**src/rtl/decrypt_scheduler.sv**
```systemverilog
// decrypt_scheduler: front-end controller that steers one upstream message to
// one of three decrypt engines (caesar 0, scytale 1, zigzag 2). It holds off
// upstream while that engine works and merges the engine outputs into one stream.
// Latency: character to engine 1 cycle (registered); engine output to data_o 1 cycle.
// Backpressure: busy holds off upstream. Characters offered while busy=1 are dropped.
// Ports: clk/rst (sync, active-high); data_i/valid_i/select_i upstream;
//   eng_data_o/eng_valid_o to engines; eng_busy_i/eng_data_i/eng_valid_i from engines;
//   data_o/valid_o merged output; busy hold-off; err_o one-cycle error pulse.
// Optional: define DECRYPT_SCHED_STATS_EN to add the msg_count_o/drop_count_o counters.
module decrypt_scheduler #(
  parameter int                 D_WIDTH                = 8,
  parameter int                 MAX_NOF_CHARS          = 50,
  parameter logic [D_WIDTH-1:0] START_DECRYPTION_TOKEN = 8'hFA,
  parameter int                 ACK_TIMEOUT            = 4
) (
  input  logic                 clk,
  input  logic                 rst,
  input  logic [D_WIDTH-1:0]   data_i,
  input  logic                 valid_i,
  input  logic [1:0]           select_i,
  output logic [D_WIDTH-1:0]   eng_data_o,
  output logic [2:0]           eng_valid_o,
  input  logic [2:0]           eng_busy_i,
  input  logic [3*D_WIDTH-1:0] eng_data_i,
  input  logic [2:0]           eng_valid_i,
  output logic [D_WIDTH-1:0]   data_o,
  output logic                 valid_o,
  output logic                 busy,
  output logic                 err_o
`ifdef DECRYPT_SCHED_STATS_EN
  ,
  output logic [15:0]          msg_count_o,
  output logic [15:0]          drop_count_o
`endif
);

  localparam int CW = $clog2(MAX_NOF_CHARS + 1);
  localparam int TW = (ACK_TIMEOUT > 1) ? $clog2(ACK_TIMEOUT) : 1;
  localparam logic [CW-1:0] MAX_CNT    = CW'(MAX_NOF_CHARS);
  localparam logic [TW-1:0] TIMER_LAST = TW'(ACK_TIMEOUT - 1);

  localparam logic [1:0] ST_IDLE     = 2'd0;
  localparam logic [1:0] ST_STREAM   = 2'd1;
  localparam logic [1:0] ST_WAIT_ACK = 2'd2;
  localparam logic [1:0] ST_DRAIN    = 2'd3;

  logic [1:0]         state;
  logic [1:0]         sel;
  logic [CW-1:0]      count;
  logic [TW-1:0]      timer;

  logic               accept;
  logic               is_tok;
  logic               sel_ok;
  logic               new_ok;
  logic               sel_busy;
  logic               sel_vld;
  logic [D_WIDTH-1:0] sel_dat;

  function automatic logic [2:0] onehot(input logic [1:0] s);
    onehot = 3'b001 << s;
  endfunction

  assign accept = valid_i && !busy;
  assign is_tok = (data_i == START_DECRYPTION_TOKEN);
  assign sel_ok = (sel != 2'd3);
  assign new_ok = (select_i != 2'd3);

  // Engine-side view of the latched select; sel==3 maps to "no engine".
  always_comb begin
    sel_busy = 1'b0;
    sel_vld  = 1'b0;
    sel_dat  = '0;
    case (sel)
      2'd0: begin sel_busy = eng_busy_i[0]; sel_vld = eng_valid_i[0]; sel_dat = eng_data_i[0 +: D_WIDTH]; end
      2'd1: begin sel_busy = eng_busy_i[1]; sel_vld = eng_valid_i[1]; sel_dat = eng_data_i[D_WIDTH +: D_WIDTH]; end
      2'd2: begin sel_busy = eng_busy_i[2]; sel_vld = eng_valid_i[2]; sel_dat = eng_data_i[2*D_WIDTH +: D_WIDTH]; end
      default: ;
    endcase
  end

  always_ff @(posedge clk) begin
    if (rst) begin
      state       <= ST_IDLE;
      sel         <= 2'd0;
      count       <= '0;
      timer       <= '0;
      busy        <= 1'b0;
      err_o       <= 1'b0;
      eng_data_o  <= '0;
      eng_valid_o <= 3'b000;
      data_o      <= '0;
      valid_o     <= 1'b0;
    end else begin
      eng_valid_o <= 3'b000;
      err_o       <= 1'b0;

      // Merge: only the latched engine, and nothing while idle.
      if (state == ST_IDLE || !sel_ok) begin
        data_o  <= '0;
        valid_o <= 1'b0;
      end else begin
        data_o  <= sel_dat;
        valid_o <= sel_vld;
      end

      case (state)
        ST_IDLE: begin
          if (accept) begin
            if (is_tok) begin
              err_o <= 1'b1;                 // empty message
            end else begin
              sel   <= select_i;
              count <= CW'(1);
              state <= ST_STREAM;
              if (new_ok) begin
                eng_data_o  <= data_i;
                eng_valid_o <= onehot(select_i);
              end else begin
                err_o <= 1'b1;               // illegal select: flagged once, here
              end
            end
          end
        end

        ST_STREAM: begin
          if (accept) begin
            if (is_tok) begin
              if (sel_ok) begin
                eng_data_o  <= data_i;
                eng_valid_o <= onehot(sel);
                busy        <= 1'b1;
                timer       <= '0;
                state       <= ST_WAIT_ACK;
              end else begin
                count <= '0;                 // illegal message ends quietly
                state <= ST_IDLE;
              end
            end else if (count != MAX_CNT) begin
              count <= count + CW'(1);
              if (sel_ok) begin
                eng_data_o  <= data_i;
                eng_valid_o <= onehot(sel);
              end
            end else if (sel_ok) begin
              err_o <= 1'b1;                 // overflow; character dropped
            end
          end
        end

        ST_WAIT_ACK: begin
          if (sel_busy) begin
            state <= ST_DRAIN;
          end else if (timer == TIMER_LAST) begin
            err_o <= 1'b1;
            busy  <= 1'b0;
            count <= '0;
            state <= ST_IDLE;
          end else begin
            timer <= timer + TW'(1);
          end
        end

        default: begin                       // ST_DRAIN
          if (!sel_busy) begin
            busy  <= 1'b0;
            count <= '0;
            state <= ST_IDLE;
          end
        end
      endcase
    end
  end

`ifdef DECRYPT_SCHED_STATS_EN
  logic drop_evt;
  logic msg_evt;

  // At most one upstream character per cycle, so one drop event at most.
  assign drop_evt = (valid_i && busy) ||
                    (accept && !is_tok && state == ST_IDLE && !new_ok) ||
                    (accept && !is_tok && state == ST_STREAM && (!sel_ok || count == MAX_CNT));
  assign msg_evt  = (state == ST_DRAIN) && !sel_busy;

  always_ff @(posedge clk) begin
    if (rst) begin
      msg_count_o  <= '0;
      drop_count_o <= '0;
    end else begin
      if (msg_evt && msg_count_o != 16'hFFFF)
        msg_count_o <= msg_count_o + 16'd1;
      if (drop_evt && drop_count_o != 16'hFFFF)
        drop_count_o <= drop_count_o + 16'd1;
    end
  end
`endif

endmodule
```
**config.mk**
```make
export PLATFORM = sky130hd
export DESIGN_NAME = decrypt_scheduler
export DESIGN_NICKNAME = d
export VERILOG_FILES = /design/src/rtl/decrypt_scheduler.sv
export SDC_FILE = /design/constraint.sdc
export NUM_CORES = 1
export LEC_CHECK = 0
export CAP_MARGIN = 10
export CORE_MARGIN = 10
export CORE_UTILIZATION = 35
export DETAILED_ROUTE_END_ITERATION = 8
export DONT_BUFFER_PORTS = 1
export SETUP_SLACK_MARGIN = 0.4
export SLEW_MARGIN = 30
export SYNTH_ARGS = -nofsm -noshare
export SYNTH_HDL_FRONTEND = slang
export SYNTH_SLANG_ARGS = --single-unit
export TNS_END_PERCENT = 50
```
**constraint.sdc**
```tcl
create_clock -name clk -period 2 [get_ports clk]
set_input_delay 0.1 -clock clk [delete_from_list [all_inputs] [get_ports clk]]
set_output_delay 0.1 -clock clk [all_outputs]
set_load 0.005 [all_outputs]
```
==> impl_metrics.toml <==
[placed_design]
port_buffers = 0
hpwl_microns = 4036
gp_congestion = 0.8207
placed_cells = 306

[layout]
final_cells = 349
fin_nets = 326
drive_above_1_share_pct = 25.63
synthToLayoutAreaGrowth_pct = 35.61
diodes = 0
final_common_cell = "nor2_1"
final_cell_mix = "33 x nor2_1, 28 x dfxtp_1, 26 x nand2_1"

[grt]
grt_max_degree = 23
overflow = 0
grt_pass1_wl_microns = 9087
track_usage_pct = 12.66
antenna_found_initial = 0
first_global_vias = 1775

[sta]
relSlewSlack_pct = 66.24
fin_crit_ps = 1841
max_freq_mhz = 543.2
final.setup.tns_ps = 0
hold_viol = 0
finalSetupViolCount = 0
fin_crit_sh_pct = 92.04
rsz0062_at_grt = "yes"
worst_pin_slew_ps = 504.1
drv_slew = 0
finClkSkew_ps = 6.107

[clock_network]
root_buffer = "clkbuf_8"
htree_levels = 2
cts_made_buffers = 5
cts_sinks = 34
clk_path_buf_depth = 2
clock_latency_ps = 300
clk_pin_slew_ps = 70
cts_tree = "yes"

[synthesis]
yosys.area_share.simple_pct = 22.32
synth-xor-area-share_pct = 0
synthMuxAreaShare_pct = 12.58
ys_seq_area_share_pct = 35.10
synth_cell_types = 45
async_reset_ff_share_pct = 0
syn_area_sq_mm = 0.001939
syn-num-nets = 282
syn-instance-count = 232
synthAdderAreaFrac_pct = 4.516
yosysWarningCount = 0
ys.flop_type = "dfxtp_1"
synth_top_family_by_area = "simple AND/OR/NAND/NOR gates"
synth-edff-count = 0
synth_compound_area_share_pct = 20.77
synth_seq_cells = 34
synth_area_per_cell_sq_um = 8.359

[floorplan]
core_area_sq_mm = 0.005439
start_util_pct = 35.66
die_w_microns = 94.44
die-area_sq_mm = 0.008919
fp.dieH_microns = 94.44
row_count = 27
ios = 65

[setup_path]
path_delay_family = "compound AO/OA/AOI/OAI gates"
endpoint_kind = "flop"
crit_path_start_kind = "flop"
critPathMaxFanout = 5
arrival_ps = 2000
worst-path-buf-inv = 2
path_cells = "inv_2, ha_4, nor2_4, o211ai_4, a2111o_1, buf_4, o21ai_0, a21oi_1"
worstSetupPathType = "reg -> reg"
cp_data_required_time_ps = 2160
cpPeakStageDelay_ps = 430
slowest_stage = "a2111o_1"

[power]
vdd_drop_max_uv = 428.0
power_density_mw_per_mm2 = 1048
leakage_uw = 0.0009996

[detailed_routing]
avgRoutedWirePerCell_microns = 16.46
drcViolationCount = 0
drt_pass1_iterations = 4
drt-initial-drc-count = 148
vias_per_cell = 5.252
num_vias = 1833
wl_microns = 5746
drtAntennaViolNets = 0

[flow_run]
maxCapViolCount = 0

[worst_hold_path]
hold_class = "in -> reg"

[status]
status = "finished, final reports clean"
## worst register-to-register path, stage by stage, from the launching register on
cell and delay, ps:
dfxtp_2 360, inv_2 70, ha_4 190, nor2_4 150, o211ai_4 90, a2111o_1 430
buf_4 160, o21ai_0 170, a21oi_1 100
## synth_stat cells (all sizes together) (2+ instances only)
cell | n | area, sq um
nand4 | 2 | 12.51
dfxtp | 34 | 680.7
and4bb | 2 | 25.02
and3 | 2 | 12.51
a2111oi | 2 | 36.29
o22ai | 2 | 12.51
a32oi | 3 | 26.28
nand3 | 4 | 20.02
a21oi | 14 | 73.82
clkbuf | 6 | 22.52
mux2i | 22 | 232.7
a32o | 3 | 30.03
inv | 12 | 45.04
o21ai | 16 | 80.07
buf | 3 | 20.01
a41oi | 2 | 17.52
nand2 | 27 | 101.4
nor2 | 35 | 138.9
o211ai | 4 | 48.79
nor3 | 10 | 50.05
nor2b | 3 | 18.77
a22oi | 3 | 22.52
ha | 7 | 87.58
nand2b | 2 | 12.51
## stage by stage
| step | hold WS (ps) | utilization [%] | power [uW] | setup WS, ps | area, sq um |
|---|---|---|---|---|---|
| 6_report | 14.21 | 48.36 | 2757 | 159.2 | 2630 |
| 5_1_grt | 10.69 | 48.36 | 2947 | 69.09 | 2630 |
| 4_1_cts | 21.38 | 45.99 | 2595 | 188.5 | 2501 |
| 3_5_place_dp | 179.1 | 38.83 | 1858 | 67.58 | 2112 |
| 3_3_place_gp | 177.0 | 38.83 | 1845 | 103.3 | 2112 |
| 2_1_floorplan | 238.6 | - | 1626 | 187.7 | 1982 |
## timing repair
item / in CTS / in global routing
pin swaps: 7 / 4
hold buffers: 19 / 0
endpoints found under the hold margin: 26 / 0
cloned: 0 / 0
setup buffers: 9 / 7
setup endpoints to repair: 22 / 23
resized for setup: 9 / 21
## registers in the layout, indices dropped and copies added (netlist names)
name,flops
count,6
timer,2
data_o,8
eng_data_o,8
state,2
busy,1
eng_valid_o,3
err_o,1
sel,2
valid_o,1
## per-layer routing
metal | GRT usage, % | share of wire [%] | vias to the layer above
li1 | - | - | 924
met1 | 15.04 | 41 | 853
met2 | 20.59 | 52 | 48
met3 | 3.648 | 5.6 | 8
met4 | 5.823 | 1.8 | 0
met5 | 0 | 0 | -
## final timing paths
kind                                            startpoint                          to  slack, ps  depth (start not counted)
worst min register to register  eng_data_o[5]$_SDFFE_PP0P_  eng_data_o[5]$_SDFFE_PP0P_        480                          2
worst max-delay path                 state[1]$_SDFFE_PP0P_       count[5]$_SDFFE_PP0P_        160                          8
worst min-delay path                           select_i[1]   eng_valid_o[2]$_SDFF_PP0_         10                          2
worst max register to register       state[1]$_SDFFE_PP0P_       count[5]$_SDFFE_PP0P_        160                          8
## power by group
| group | switching (uW) | internal [uW] |
|---|---|---|
| registers | 90.1 | 793 |
| logic | 638 | 635 |
| clock network | 281 | 320 |
| total | 1010 | 1750 |
## final cells by class
cell class | count | area, sq um
clock buffer | 6 | 93.84
clock inverter | 2 | 15.01
fill | 525 | 2809
inverter | 13 | 51.30
multi-input combinational | 176 | 1277
sequential | 34 | 690.7
tap | 72 | 90.09
timing repair buffer | 46 | 411.6
## cells by family after synthesis
logic type	after synthesis
muxes	23
and+or+nand+nor	92
DFF	34
buffers and inverters	22
AOI/OAI and AO/OA	54
adders and majority gates	7
Power figures use the tool's default switching activity.
